===== config.mk =====
export PLATFORM = sky130hd
export DESIGN_NAME = mips_multicycle_ctrl
export DESIGN_NICKNAME = d
export VERILOG_FILES = /design/src/rtl/mips_multicycle_ctrl.sv
export SDC_FILE = /design/constraint.sdc
export NUM_CORES = 1
export LEC_CHECK = 0
export ABC_AREA = 0
export BUFFER_PORTS_ARGS = -buffer_cell sky130_fd_sc_hd__buf_2
export CAP_MARGIN = 0
export CORE_MARGIN = 2
export CORE_UTILIZATION = 23
export DETAILED_ROUTE_END_ITERATION = 8
export PLACE_DENSITY = 0.48
export SLEW_MARGIN = 20
export SYNTH_ARGS = -nofsm -noshare
export SYNTH_HDL_FRONTEND = slang
export SYNTH_SLANG_ARGS = --single-unit

===== constraint.sdc =====
create_clock -name clk -period 1.8 [get_ports clk]
set_input_delay 0.09 -clock clk [delete_from_list [all_inputs] [get_ports clk]]
set_output_delay 0.09 -clock clk [all_outputs]
set_load 0.01 [all_outputs]

===== src/rtl/mips_multicycle_ctrl.sv =====
// mips_multicycle_ctrl
//   Multi-cycle MIPS control FSM: FETCH -> DECODE -> EXEC -> MEM -> WB, with a
//   HALT state entered when an instruction or data memory acknowledge never
//   arrives within TIMEOUT_CYC waiting cycles.
//   Optional feature macro: ILLEGAL_TRAP_EN. When it is defined, an illegal
//   instruction halts the controller. When it is undefined, an illegal
//   instruction retires as a NOP.
module mips_multicycle_ctrl #(
    parameter int unsigned TIMEOUT_CYC = 15   // legal range 1..255
) (
    input  logic       clk,
    input  logic       reset,
    input  logic [5:0] opcode,
    input  logic [5:0] funct,
    input  logic       alu_zero,
    input  logic       imem_ack,
    input  logic       dmem_ack,
    output logic       imem_req,
    output logic       dmem_req,
    output logic       dmem_we,
    output logic       ir_load,
    output logic       pc_write,
    output logic [1:0] pc_src,
    output logic       alu_src,
    output logic [2:0] alu_op,
    output logic       reg_write,
    output logic       reg_dst,
    output logic       mem_to_reg,
    output logic       halted,
    output logic [2:0] state_dbg
);

    typedef enum logic [2:0] {
        ST_FETCH  = 3'd0,
        ST_DECODE = 3'd1,
        ST_EXEC   = 3'd2,
        ST_MEM    = 3'd3,
        ST_WB     = 3'd4,
        ST_HALT   = 3'd5
    } state_t;

    localparam logic [5:0] OP_RTYPE = 6'h00;
    localparam logic [5:0] OP_J     = 6'h02;
    localparam logic [5:0] OP_BEQ   = 6'h04;
    localparam logic [5:0] OP_ADDI  = 6'h08;
    localparam logic [5:0] OP_LW    = 6'h23;
    localparam logic [5:0] OP_SW    = 6'h2B;

    localparam logic [5:0] FN_ADD = 6'h20;
    localparam logic [5:0] FN_SUB = 6'h22;
    localparam logic [5:0] FN_AND = 6'h24;
    localparam logic [5:0] FN_OR  = 6'h25;
    localparam logic [5:0] FN_SLT = 6'h2A;

    localparam logic [2:0] ALU_AND = 3'b000;
    localparam logic [2:0] ALU_OR  = 3'b001;
    localparam logic [2:0] ALU_ADD = 3'b010;
    localparam logic [2:0] ALU_SUB = 3'b110;
    localparam logic [2:0] ALU_SLT = 3'b111;

    // Last count value at which a missing ack still leaves room to wait.
    localparam logic [7:0] WAIT_LAST = 8'(TIMEOUT_CYC - 1);

    state_t     r_state;
    state_t     w_next;
    logic [7:0] r_wait;
    logic       r_halted;

    logic       w_is_r;
    logic       w_is_j;
    logic       w_is_beq;
    logic       w_is_addi;
    logic       w_is_lw;
    logic       w_is_sw;
    logic       w_r_legal;
    logic       w_legal;
    logic [2:0] w_alu_op;
    logic       w_alu_src;
    logic       w_waiting;
    logic       w_ack;
    logic       w_timeout;

    // Instruction class decode from the IR fields
    always_comb begin
        w_is_r    = (opcode == OP_RTYPE);
        w_is_j    = (opcode == OP_J);
        w_is_beq  = (opcode == OP_BEQ);
        w_is_addi = (opcode == OP_ADDI);
        w_is_lw   = (opcode == OP_LW);
        w_is_sw   = (opcode == OP_SW);
        w_r_legal = (funct == FN_ADD) || (funct == FN_SUB) || (funct == FN_AND) ||
                    (funct == FN_OR)  || (funct == FN_SLT);
        w_legal   = (w_is_r && w_r_legal) || w_is_addi || w_is_lw || w_is_sw || w_is_beq;
    end

    // ALU operation and operand select for the decoded instruction
    always_comb begin
        w_alu_op  = ALU_AND;
        w_alu_src = 1'b0;
        if (w_is_r) begin
            case (funct)
                FN_ADD:  w_alu_op = ALU_ADD;
                FN_SUB:  w_alu_op = ALU_SUB;
                FN_AND:  w_alu_op = ALU_AND;
                FN_OR:   w_alu_op = ALU_OR;
                FN_SLT:  w_alu_op = ALU_SLT;
                default: w_alu_op = ALU_AND;
            endcase
        end else if (w_is_addi || w_is_lw || w_is_sw) begin
            w_alu_op  = ALU_ADD;
            w_alu_src = 1'b1;
        end else if (w_is_beq) begin
            w_alu_op = ALU_SUB;
        end
    end

    // Memory handshake wait tracking: an ack in the last allowed cycle wins
    always_comb begin
        w_waiting = (r_state == ST_FETCH) || (r_state == ST_MEM);
        w_ack     = (r_state == ST_FETCH) ? imem_ack : dmem_ack;
        w_timeout = w_waiting && !w_ack && (r_wait == WAIT_LAST);
    end

    // Next-state and control outputs; everything held low during reset
    always_comb begin
        w_next     = r_state;
        imem_req   = 1'b0;
        dmem_req   = 1'b0;
        dmem_we    = 1'b0;
        ir_load    = 1'b0;
        pc_write   = 1'b0;
        pc_src     = 2'b00;
        alu_src    = 1'b0;
        alu_op     = ALU_AND;
        reg_write  = 1'b0;
        reg_dst    = 1'b0;
        mem_to_reg = 1'b0;
        if (!reset) begin
            case (r_state)
                ST_FETCH: begin
                    imem_req = 1'b1;
                    if (imem_ack) begin
                        ir_load  = 1'b1;
                        pc_write = 1'b1;
                        pc_src   = 2'b00;
                        w_next   = ST_DECODE;
                    end else if (w_timeout) begin
                        w_next = ST_HALT;
                    end
                end
                ST_DECODE: begin
                    if (w_is_j) begin
                        pc_write = 1'b1;
                        pc_src   = 2'b10;
                        w_next   = ST_FETCH;
                    end else if (w_legal) begin
                        w_next = ST_EXEC;
                    end else begin
`ifdef ILLEGAL_TRAP_EN
                        w_next = ST_HALT;
`else
                        w_next = ST_FETCH;
`endif
                    end
                end
                ST_EXEC: begin
                    alu_op  = w_alu_op;
                    alu_src = w_alu_src;
                    if (w_is_beq) begin
                        if (alu_zero) begin
                            pc_write = 1'b1;
                            pc_src   = 2'b01;
                        end
                        w_next = ST_FETCH;
                    end else if (w_is_lw || w_is_sw) begin
                        w_next = ST_MEM;
                    end else if (w_is_r || w_is_addi) begin
                        w_next = ST_WB;
                    end else begin
                        w_next = ST_FETCH;
                    end
                end
                ST_MEM: begin
                    alu_op   = w_alu_op;
                    alu_src  = w_alu_src;
                    dmem_req = 1'b1;
                    dmem_we  = w_is_sw;
                    if (dmem_ack) begin
                        w_next = w_is_lw ? ST_WB : ST_FETCH;
                    end else if (w_timeout) begin
                        w_next = ST_HALT;
                    end
                end
                ST_WB: begin
                    alu_op     = w_alu_op;
                    alu_src    = w_alu_src;
                    reg_write  = 1'b1;
                    reg_dst    = w_is_r;
                    mem_to_reg = w_is_lw;
                    w_next     = ST_FETCH;
                end
                ST_HALT: begin
                    w_next = ST_HALT;
                end
                default: begin
                    w_next = ST_FETCH;
                end
            endcase
        end
    end

    // State, wait counter and sticky halt flag
    always_ff @(posedge clk) begin
        if (reset) begin
            r_state  <= ST_FETCH;
            r_wait   <= '0;
            r_halted <= 1'b0;
        end else begin
            r_state  <= w_next;
            r_halted <= r_halted || (w_next == ST_HALT);
            // Any state change (entry into FETCH/MEM included) restarts the count.
            if (w_next != r_state) begin
                r_wait <= '0;
            end else if (w_waiting && !w_ack) begin
                r_wait <= r_wait + 8'd1;
            end
        end
    end

    assign halted    = r_halted && !reset;
    assign state_dbg = reset ? 3'd0 : r_state;

endmodule


Word-level counts from Yosys, hierarchy flattened

Cells that the tools add are included.

Bits in registers: 12
Input bits: 17
Output and inout port bits: 18

Add/subtract/negate cells: 1
Eq/ne operators: 18
Multiplexer cells: 48
Reduce and logical (&&, ||, !) cells: 24

Operator list:

| operator                                                               | count |
|---|---|
| 6-bit equality test (second input constant)                            | 7 |
| 3-bit two-way mux                                                      | 14 |
| 1-bit two-way mux                                                      | 26 |
| 3-bit case mux with 5 select lines                                     | 1 |
| 1-bit logical OR                                                       | 14 |
| 3-bit case mux with 4 select lines                                     | 1 |
| 3-bit equality test (second input constant)                            | 3 |
| 8-bit by 1-bit adder with 8-bit output (second input constant)         | 1 |
| 8-bit by 4-bit equality test with 1-bit output (second input constant) | 1 |
| 2-bit two-way mux                                                      | 4 |
| 3-bit by 2-bit equality test with 1-bit output (second input constant) | 2 |
| 6-bit by 2-bit equality test with 1-bit output (second input constant) | 1 |
| 6-bit by 3-bit equality test with 1-bit output (second input constant) | 1 |
| 6-bit by 4-bit equality test with 1-bit output (second input constant) | 1 |
| 6-bit logical NOT                                                      | 1 |
| 1-bit logical AND                                                      | 4 |
| 2-bit case mux with 2 select lines                                     | 1 |
| 3-bit by 1-bit equality test with 1-bit output (second input constant) | 1 |
| 3-bit logical NOT                                                      | 1 |
| 3-bit inequality test                                                  | 1 |
| 1-bit case mux with 3 select lines                                     | 1 |
| 3-bit OR reduction                                                     | 1 |
| 1-bit logical NOT                                                      | 2 |
| 2-bit OR reduction                                                     | 1 |

Logic depth before layout (Yosys ltp)

Gate-level depths: netlist of the first run.

Depth after elaboration: 16
Gate-level depth with buffers: 8
Gate-level depth less buffers: 7

Least setup slack after synthesis of the first run

No wires, ideal clock.

Kind: reg2reg
Start point: register r_wait[0]
End point: register r_wait[1]
Library setup time: 0.079 ns
Arrival: 1.755 ns
Setup slack: -0.035 ns
Stages on the path, launching flop included: 9
Path buffers: 1
Path through: dfxtp_1 -> inv_1 -> ha_1 -> nand4b_1 -> nor4_1 -> o221a_1 -> or4_4 -> buf_6 -> a211oi_2

Word-level cells in the longest chain between the ends: 8
Elaborated cells between the ends (all ways): 10
Classes of those cells: 1 x add/sub; 2 x eq/ne; 5 x mux; 2 x reduce/logical

Ends and longest elaborated chain:

| what                                           | line     | text |
|---|---|---|
| from (decl)                                    | 66       | `logic [7:0] r_wait;` |
| from (signal assigned)                         | 225      | `r_wait <= r_wait + 8'd1;` |
| 8-bit by 4-bit equality test with 1-bit output | 121      | `w_timeout = w_waiting && !w_ack && (r_wait == WAIT_LAST);` |
| 1-bit logical AND                              | 121      |  |
| 3-bit two-way mux                              | 147, 190 |  |
| 3-bit two-way mux, on equally long branches    | 188, 142 |  |
| 3-bit case mux with 5 select lines             | 139      | `case (r_state)` |
| 3-bit two-way mux                              | 138      | `if (!reset) begin` |
| 3-bit inequality test                          | 222      | `if (w_next != r_state) begin` |
| 2-bit OR reduction (no source line)            | --       |  |

Parallel ways exist; a longest one is shown, timed or not.
A chain may end at the register's enable or synchronous reset.

Final worst setup path of the first run

Start point: register r_state[1]
End point: output alu_src

Word-level cells in the longest chain between the ends: 4
Elaborated cells between the ends (all ways): 6
Classes of those cells: 3 x eq/ne; 2 x mux; 1 x reduce/logical

Ends and longest elaborated chain:

| what                                                                                         | line | text |
|---|---|---|
| from (decl)                                                                                  | 64   | `state_t r_state;` |
| from (signal assigned)                                                                       | 219  | `r_state <= w_next;` |
| 3-bit by 2-bit equality test with 1-bit output / 3-bit equality test (equally long branches) | 139  |  |
| 3-bit OR reduction (no source line) *                                                        | --   |  |
| 1-bit two-way mux *                                                                          | 139  |  |
| 1-bit two-way mux *                                                                          | 138  |  |
| to (decl)                                                                                    | 24   | `output logic alu_src,` |

Mark *: on every way between the ends. The rest lies on a longest branch, timed or not.

==> flow_results.org, run 1 <==
** Placement
- Worst slack at placement :: 0.0218 ns
- Summing all placed instances gives a cell area of 1290 um^2.
- HPWL reported at the end of detailed placement :: 2160 um
- Number of port buffers :: 34
- At the end of routability-driven placement, the weighted congestion stood at 0.762.

** Final layout
- Number of filler cells placed in the layout :: 473
- Final non-filler cell area :: 1340 um^2
- Layout overhead on the synthesized area :: 27.8%
- Nets@finish :: 197
- The repair_antennas step left the layout with diodes totalling 0.
- Proportion of layout cells with a drive suffix above 1 :: 34.1%
- Final Util :: 30.5%

** STA
- Rel. slew slack :: 71.0%
- For the pin with the worst max-slew slack, the measured transition is 0.431 ns.
- Final hold violation count :: 0
- The number of max-slew violations in the final report came to 0.
- Minimum clock period :: 1.71 ns
- Final clock skew :: 0.00169 ns
- Highest clock frequency the design can meet :: 0.585 GHz
- Setup repair after global routing could not meet its margin everywhere.
- Setup violations remaining at the end of the flow were counted as 0.
- Final period util :: 94.9%
- Setup slack closes at 0.0910 ns.

** Route
- Routed wire per std cell :: 11.8 um
- DR DRC count :: 0
- Drt pass-1 iters :: 4
- The final layout contains routed wiring with a total length of 2690 um.
- Routed wl met3 :: 83 um
- Once detail routing completed, the nets flagged for antenna violations numbered 0.
- Number of vias after detailed routing :: 1105
- Using the TritonRoute via totals, the vias-per-cell ratio works out to 4.85.
- The routed design uses 1180 um of met2 wire.
- Met1 Wirelength :: 1390 um
- Highest routing layer actually used :: met4
- For this block, the initial DRC count from the detailed router was 20.

** Critical path
- Cell type group with the largest total delay on the critical path :: simple AND/OR/NAND/NOR gates
- Endpoint required time on the critical path :: 1.71 ns
- Arrival time of data at the critical path endpoint :: 1.62 ns
- Crit path launch type :: flip-flop
- Critical Path Sink Type :: primary output
- Reg-to-reg startpoint :: r_state[1]$_SDFF_PP0_
- Crit path max fanout :: 10
- Walking the worst path, the cells encountered are buf_4 -> nor2_2 -> mux2i_1 -> or2_2 -> nor4_1 -> buf_2.
- The slowest stage of the critical path is the sky130_fd_sc_hd__dfxtp_1 cell.
- Depth of the worst register-to-register path :: 5
- The setup check on the worst reg-to-reg path leaves a slack of 0.09 ns.
- Crit path kind :: flip-flop to primary output
- For this run, the slowest stage of the critical path takes 0.34 ns.
- The worst register-to-register path ends at r_wait[1]$_SDFFE_PP0P_.
- Critical Path Start :: r_state[1]$_SDFF_PP0_
- The critical path contains buffers and inverters numbering 2 combined.

** Hold path
- In this run the most critical hold path is launched from reset.
- Sink of the worst hold path :: r_state[1]$_SDFF_PP0_
- The path class of the tightest hold or removal check is input port to flip-flop.
- Counting instances, the worst hold path has a depth of 2.

** Pwr
- Static Leakage :: 0.000604 uW
- Power per cell area :: 479 nW/um^2
- Across the VDD grid, the largest voltage drop is 0.289 mV.
- Summing internal, switching and leakage power gives 641 uW.

** Yosys
- Share of flip-flops with an asynchronous set or reset after synthesis :: 0%
- sky130_fd_sc_hd__dfxtp_1 takes more of the synthesized area than any other cell.
- The synthesized design contains 0 enable-type register cells.
- After synthesis, the cell types taking the most area are sky130_fd_sc_hd__dfxtp_1 23%, sky130_fd_sc_hd__nor2_1 6.8%, sky130_fd_sc_hd__xor2_1 5.0%.
- For this run, the number of Yosys warnings is 0.
- After synthesis the cells add up to 1050 um^2.
- The synthesized design devotes to its leading area cell type 22.9% of total area.
- Among all flip-flop cells after synthesis, the most frequent one is sky130_fd_sc_hd__dfxtp_1.
- Avg Cell Area, Syn :: 7.70 um^2
- When the netlist entered floorplanning its net count stood at 155.
- Counting instances in the post-synthesis netlist gives the leading cell types as 19 x sky130_fd_sc_hd__nor2_1, 12 x sky130_fd_sc_hd__dfxtp_1, 6 x sky130_fd_sc_hd__nor2b_1, 6 x sky130_fd_sc_hd__xor2_1.
- Synthesis inferred 12 register bits.
- Cell with the most instances after synthesis :: sky130_fd_sc_hd__nor2_1
- Count of mapped cells out of synthesis :: 136
- The share of the Yosys chip area taken by registers is 22.9%.
- The netlist uses 46 different library cells.

** CTS
- After clock tree synthesis, the flow added hold-fix buffers numbering 0.
- Setup Buffers After CTS :: 0
- Cell at the root of the clock tree :: sky130_fd_sc_hd__clkbuf_8
- In this run the number of H-tree levels came out at 1.
- Counting every sink on the clock net gives 12.
- TritonCTS built the clock tree.
- Clock transition at the register clock pins on the worst setup and hold paths after CTS :: 0.05 ns
- Insertion delay of the later-clocked pin in the worst-skew pair :: 0.24 ns
- Total clock buffers created by CTS :: 3
- In this run the deepest clock path goes through 2 buffers.

** Outcome
- Run status :: complete, no violations

** Global routing
- The initial antenna violation count came to 0.
- Entering global routing, the biggest net connects 13 pins.
- Tot GR Track Use :: 10.5%
- First-pass GRT wire length :: 4370 um
- Vias in the first global route :: 1017
- Total congestion overflow after global routing :: 0

** Die
- Site Rows :: 24
- Die extent in y :: 71.5 um
- After floorplanning, the core was sized to cover 4380 um^2.
- Total die area :: 5110 um^2
- During I/O placement, the number of pins put on the boundary was 35.
- The initial utilization of the core area, before any placement, comes to 23.9%.
- From left edge to right edge, the die measures 71.5 um.

** Job
- Number of max-capacitance violations reported :: 0
[how the worst max path moves through the flow]
stage	to	cells past startpoint
after floorplan	r_wait[1]$_SDFFE_PP0P_	8
after global placement	r_wait[1]$_SDFFE_PP0P_	5
after detailed placement	r_wait[1]$_SDFFE_PP0P_	5
after CTS	r_wait[1]$_SDFFE_PP0P_	5
after global routing	alu_src	6
final	alu_src	6
[where the power goes]
part | internal [uW] | total, uW | switching, uW | leakage, uW
logic | 59.2 | 129 | 70.0 | 0.000484
registers | 271 | 276 | 4.84 | 0.0000978
clock network | 147 | 237 | 89.8 | 0.0000216
total | 477 | 641 | 165 | 0.000604
[flip-flops by register name, indices dropped and copies added, names as in the netlist]
signal    count
r_halted      1
r_wait        8
r_state       3
[metal layers]
metal  vias up  GRT usage [%]
li1        572              -
met1       504           14.9
met2        25           15.9
met3         4           1.69
met4         0           3.77
met5         -              0
[layout by cell type (no fill, tap or decap), types with 4 or more instances in the layout]
cell	n
sky130_fd_sc_hd__o21ai_0	4
sky130_fd_sc_hd__buf_4	11
sky130_fd_sc_hd__nor2_1	18
sky130_fd_sc_hd__nand3_1	5
sky130_fd_sc_hd__nand4b_1	4
sky130_fd_sc_hd__dfxtp_1	10
sky130_fd_sc_hd__a21oi_1	5
sky130_fd_sc_hd__inv_1	5
sky130_fd_sc_hd__and3_1	4
sky130_fd_sc_hd__nor2b_1	5
sky130_fd_sc_hd__buf_2	34
sky130_fd_sc_hd__nor3_1	5
sky130_fd_sc_hd__nand2_1	5
sky130_fd_sc_hd__xor2_1	6
sky130_fd_sc_hd__nor4_1	5
[final cells by class]
type,count,area [um^2],area share [%]
timing repair buffer,45,253,18.9
inverter,5,18.8,1.40
sequential,12,243,18.1
tap,52,65.1,4.86
clock buffer,3,41.3,3.08
multi-input combinational,111,718,53.6
[timing repair]
| item | CTS | global route |
|---|---|---|
| pin swaps | 1 | 2 |
| gates cloned | 0 | 0 |
| setup endpoints to repair | 1 | 7 |
| resized for setup | 1 | 2 |
[stage by stage]
stage	cells	hold WS [ns]	TNS, ns
CTS	228	0.192	0
detailed placement	225	0.444	0
finish	228	0.195	0
global placement	225	0.441	0
floorplan	136	0.318	0
global route	228	0.208	-0.0214
[cell families after synthesis]
group / Yosys count / share of synthesized area (%)
AND/OR/NAND/NOR: 75 / 41.2
AO/OA/AOI/OAI: 23 / 14.8
buffers and inverters: 13 / 8.96
flip-flops: 12 / 22.9
XOR/XNOR: 8 / 6.69
multiplexers: 3 / 2.99
adder cells (fa/ha/maj): 2 / 2.39
Note: power is estimated with default switching activity, not from simulation.
==> run 2: changes to the inputs <==
--- a/config.mk
+++ b/config.mk
@@ -12,6 +12,7 @@
 export CORE_UTILIZATION = 23
 export DETAILED_ROUTE_END_ITERATION = 8
 export PLACE_DENSITY = 0.48
+export REMOVE_ABC_BUFFERS = 1
 export SLEW_MARGIN = 20
 export SYNTH_ARGS = -nofsm -noshare
 export SYNTH_HDL_FRONTEND = slang
==> run 2 against run 1 <==
Global-route usage increased by 1.3 points. Highest routed layer unchanged. Critical endpoint is now r_wait[1]$_SDFFE_PP0P_. Fmax shrank 0.36%. First-iteration DRC count grew 30%. Largest power group unchanged. Die area is the same. Clock skew is 0.00093 ns higher.
==> flow_results.org, run 2 (synthesized netlist as in run 1, its figures left out) <==
** Critical path
- Crit path max fanout :: 9 (-1)
- Crit path kind :: flip-flop to flip-flop
- Arrival time of data at the critical path endpoint :: 1.88 ns (+0.26 ns)
- The worst setup path is launched from a flip-flop.
- Endpoint required time on the critical path :: 1.96 ns (+0.25 ns)
- STA classifies the critical path endpoint as a flip-flop.

** Route
- The detailed-route wire length per cell is 12.5 um (+6.2%).
- The number of detailed-route iterations in the first pass is 4 (unchanged).
- The number of DRC markers after the initial detailed-route iteration was 26 (+30%).
- Detail-routed via count per cell :: 4.92 (+1.4%)
- The post-detailed-route count of antenna-violating nets is 0 (unchanged).
- Number of vias after detailed routing :: 1121 (+1.4%)
- Post-detailed-routing wire length :: 2860 um (+6.2%)
- The detailed-route DRC error count is 0 (unchanged).

** Final layout
- Final Util :: 30.9% (+0.40 points)
- Regs by FF count :: r_wait (8), r_state (3), r_halted (1)
- Nets@finish :: 197 (unchanged)
- Area of the multi-input gates :: 733 um^2 (+2.1%)
- Max FFs per register :: 8 (unchanged)
- The area growth from synthesis to layout is 29.5%.
- Proportion of layout cells with a drive suffix above 1 :: 35.2% (+1.1 points)
- Sequential cell area :: 245 um^2 (+1.0%)
- The library cell used most frequently in the layout, excluding fill and tap cells, is sky130_fd_sc_hd__buf_2.
- Number of filler cells placed in the layout :: 486 (+2.7%)
- Inserted Diodes :: 0 (unchanged)
- Commonest cells after routing, fill and taps aside :: 34 x sky130_fd_sc_hd__buf_2, 18 x sky130_fd_sc_hd__nor2_1, 11 x sky130_fd_sc_hd__buf_4, 10 x sky130_fd_sc_hd__dfxtp_1, 6 x sky130_fd_sc_hd__xor2_1
- Reg with most FFs :: r_wait

** STA
- Setup repair after global routing left no endpoint under its margin.
- Post-Route Setup TNS :: 0 ns (unchanged)
- The transition time at the pin with the least slew margin is 0.431 ns (+0.000467 ns).
- The minimum clock period after layout was 1.72 ns (+0.00621 ns).
- The worst setup skew after layout came to 0.00262 ns (+0.000929 ns).
- Final hold violation count :: 0 (unchanged)
- The final setup violation count is 0 (unchanged).
- Rel. slew slack :: 71.0% (about the same)
- The number of max-slew violations in the final report was 0 (unchanged).
- Highest clock frequency the design can meet :: 0.583 GHz (-0.36%)
- The share of the clock period used by the worst path came to 95.3% (+0.35 points).
- Worst hold margin :: 0.197 ns (+0.00211 ns)

** Global routing
- The initial antenna violation count is 0 (unchanged).
- Pin count of the biggest net entering global routing :: 13 (unchanged)
- The remaining global-route overflow was 0 (unchanged).
- First-pass GRT wire length :: 4840 um (+11%)
- Tot GR Track Use :: 11.8% (+1.3 points)
- Vias in the first global route :: 1049 (+3.1%)

** CTS
- Cell at the root of the clock tree :: sky130_fd_sc_hd__clkbuf_8
- Buffer levels on the longest clock path :: 2 (unchanged)
- The hold buffer count at CTS was 0 (unchanged).
- Total clock buffers created by CTS :: 3 (unchanged)
- Clock transition at the register clock pins on the worst setup and hold paths after CTS :: 0.05 ns (about the same)
- The post-CTS setup buffer count came to 0 (unchanged).
- Clock sinks :: 12 (unchanged)
- The later-pin clock latency in the skew report is 0.24 ns (about the same).
- CTS H-Tree Depth :: 1 (unchanged)
- TritonCTS built the clock tree.

** Die
- The number of rows created at floorplan was 24 (unchanged).
- Die extent in y :: 71.5 um (unchanged)
- I/O pin count :: 35 (unchanged)
- The effective utilization at floorplan came to 23.9% (unchanged).
- Floorplan core area :: 4380 um^2 (unchanged)
- Total die area :: 5110 um^2 (unchanged)
- The die boundary width came to 71.5 um (unchanged).

** Placement
- Weighted congestion at the end of routability-driven global placement :: 0.791 (+3.8%)
- The half-perimeter wire length of the detailed placement result was 2240 um (+3.5%).
- The quantity of I/O buffers inserted on ports is 34 (unchanged).

** Pwr
- The leakage power was 0.000605 uW (+0.28%).
- Worst vdd ir :: 0.190 mV (-34%)
- Power per cell area :: 478 nW/um^2 (-0.28%)
- The final total power came to 648 uW (+1.0%).

** Outcome
- Run status :: complete, no violations

** Job
- Number of max-capacitance violations reported :: 0 (unchanged)

** Hold path
- The min-delay analysis places its worst path in the category input port to flip-flop.
==> run 2: repair_timing <==
item,in CTS,in global routing
resized for setup,3,5
pin swaps,0,3
setup endpoints to repair,1,8
==> run 2: cell type report <==
cell class | instances | share of cell area [%]
multi-input cells | 111 | 54.1
repair buffers | 45 | 18.6
flip-flops and latches | 12 | 18.1
well taps | 52 | 4.80
clock buffers | 3 | 3.04
inverters | 5 | 1.38
==> run 2: per-layer routing <==
metal	up-vias	global-route usage (%)	wire [um]
met3	2	2.11	49
met5	-	0	0
met4	0	3.77	17
met1	533	17.7	1510
li1	571	-	-
met2	15	17.0	1280
==> run 2: critical path, cell delays in order, from the launching register on <==
cell	delay (ns)
sky130_fd_sc_hd__dfxtp_4	0.37
sky130_fd_sc_hd__or3_1	0.37
sky130_fd_sc_hd__nand3_1	0.10
sky130_fd_sc_hd__o21ai_1	0.06
sky130_fd_sc_hd__or4_4	0.60
sky130_fd_sc_hd__a211oi_2	0.15
==> run 2: power by group <==
group          switching (uW)  total [uW]  leakage, uW  internal [uW]
registers                4.80         275    0.0000981            270
clock network            94.8         242    0.0000216            147
logic                    73.5         131     0.000486           57.7
==> run 2: worst paths after layout <==
kind / startpoint / to / slack (ns) / cells past startpoint
setup / recovery: r_state[0]$_SDFF_PP0_ / r_wait[1]$_SDFFE_PP0P_ / 0.08 / 5
hold / removal: reset / r_state[1]$_SDFF_PP0_ / 0.20 / 2
setup reg to reg: r_state[0]$_SDFF_PP0_ / r_wait[1]$_SDFFE_PP0P_ / 0.08 / 5
hold reg to reg: r_wait[7]$_SDFFE_PP0P_ / r_wait[7]$_SDFFE_PP0P_ / 0.51 / 2
==> run 2: stage by stage <==
stage               cell area (um^2)  setup WS (ns)  cells
finish                          1360         0.0848    228
CTS                             1340         0.0141    228
detailed placement              1290         0.0161    225
global route                    1360        0.00188    228
floorplan                        972         -0.101    128
global placement                1290         0.0416    225
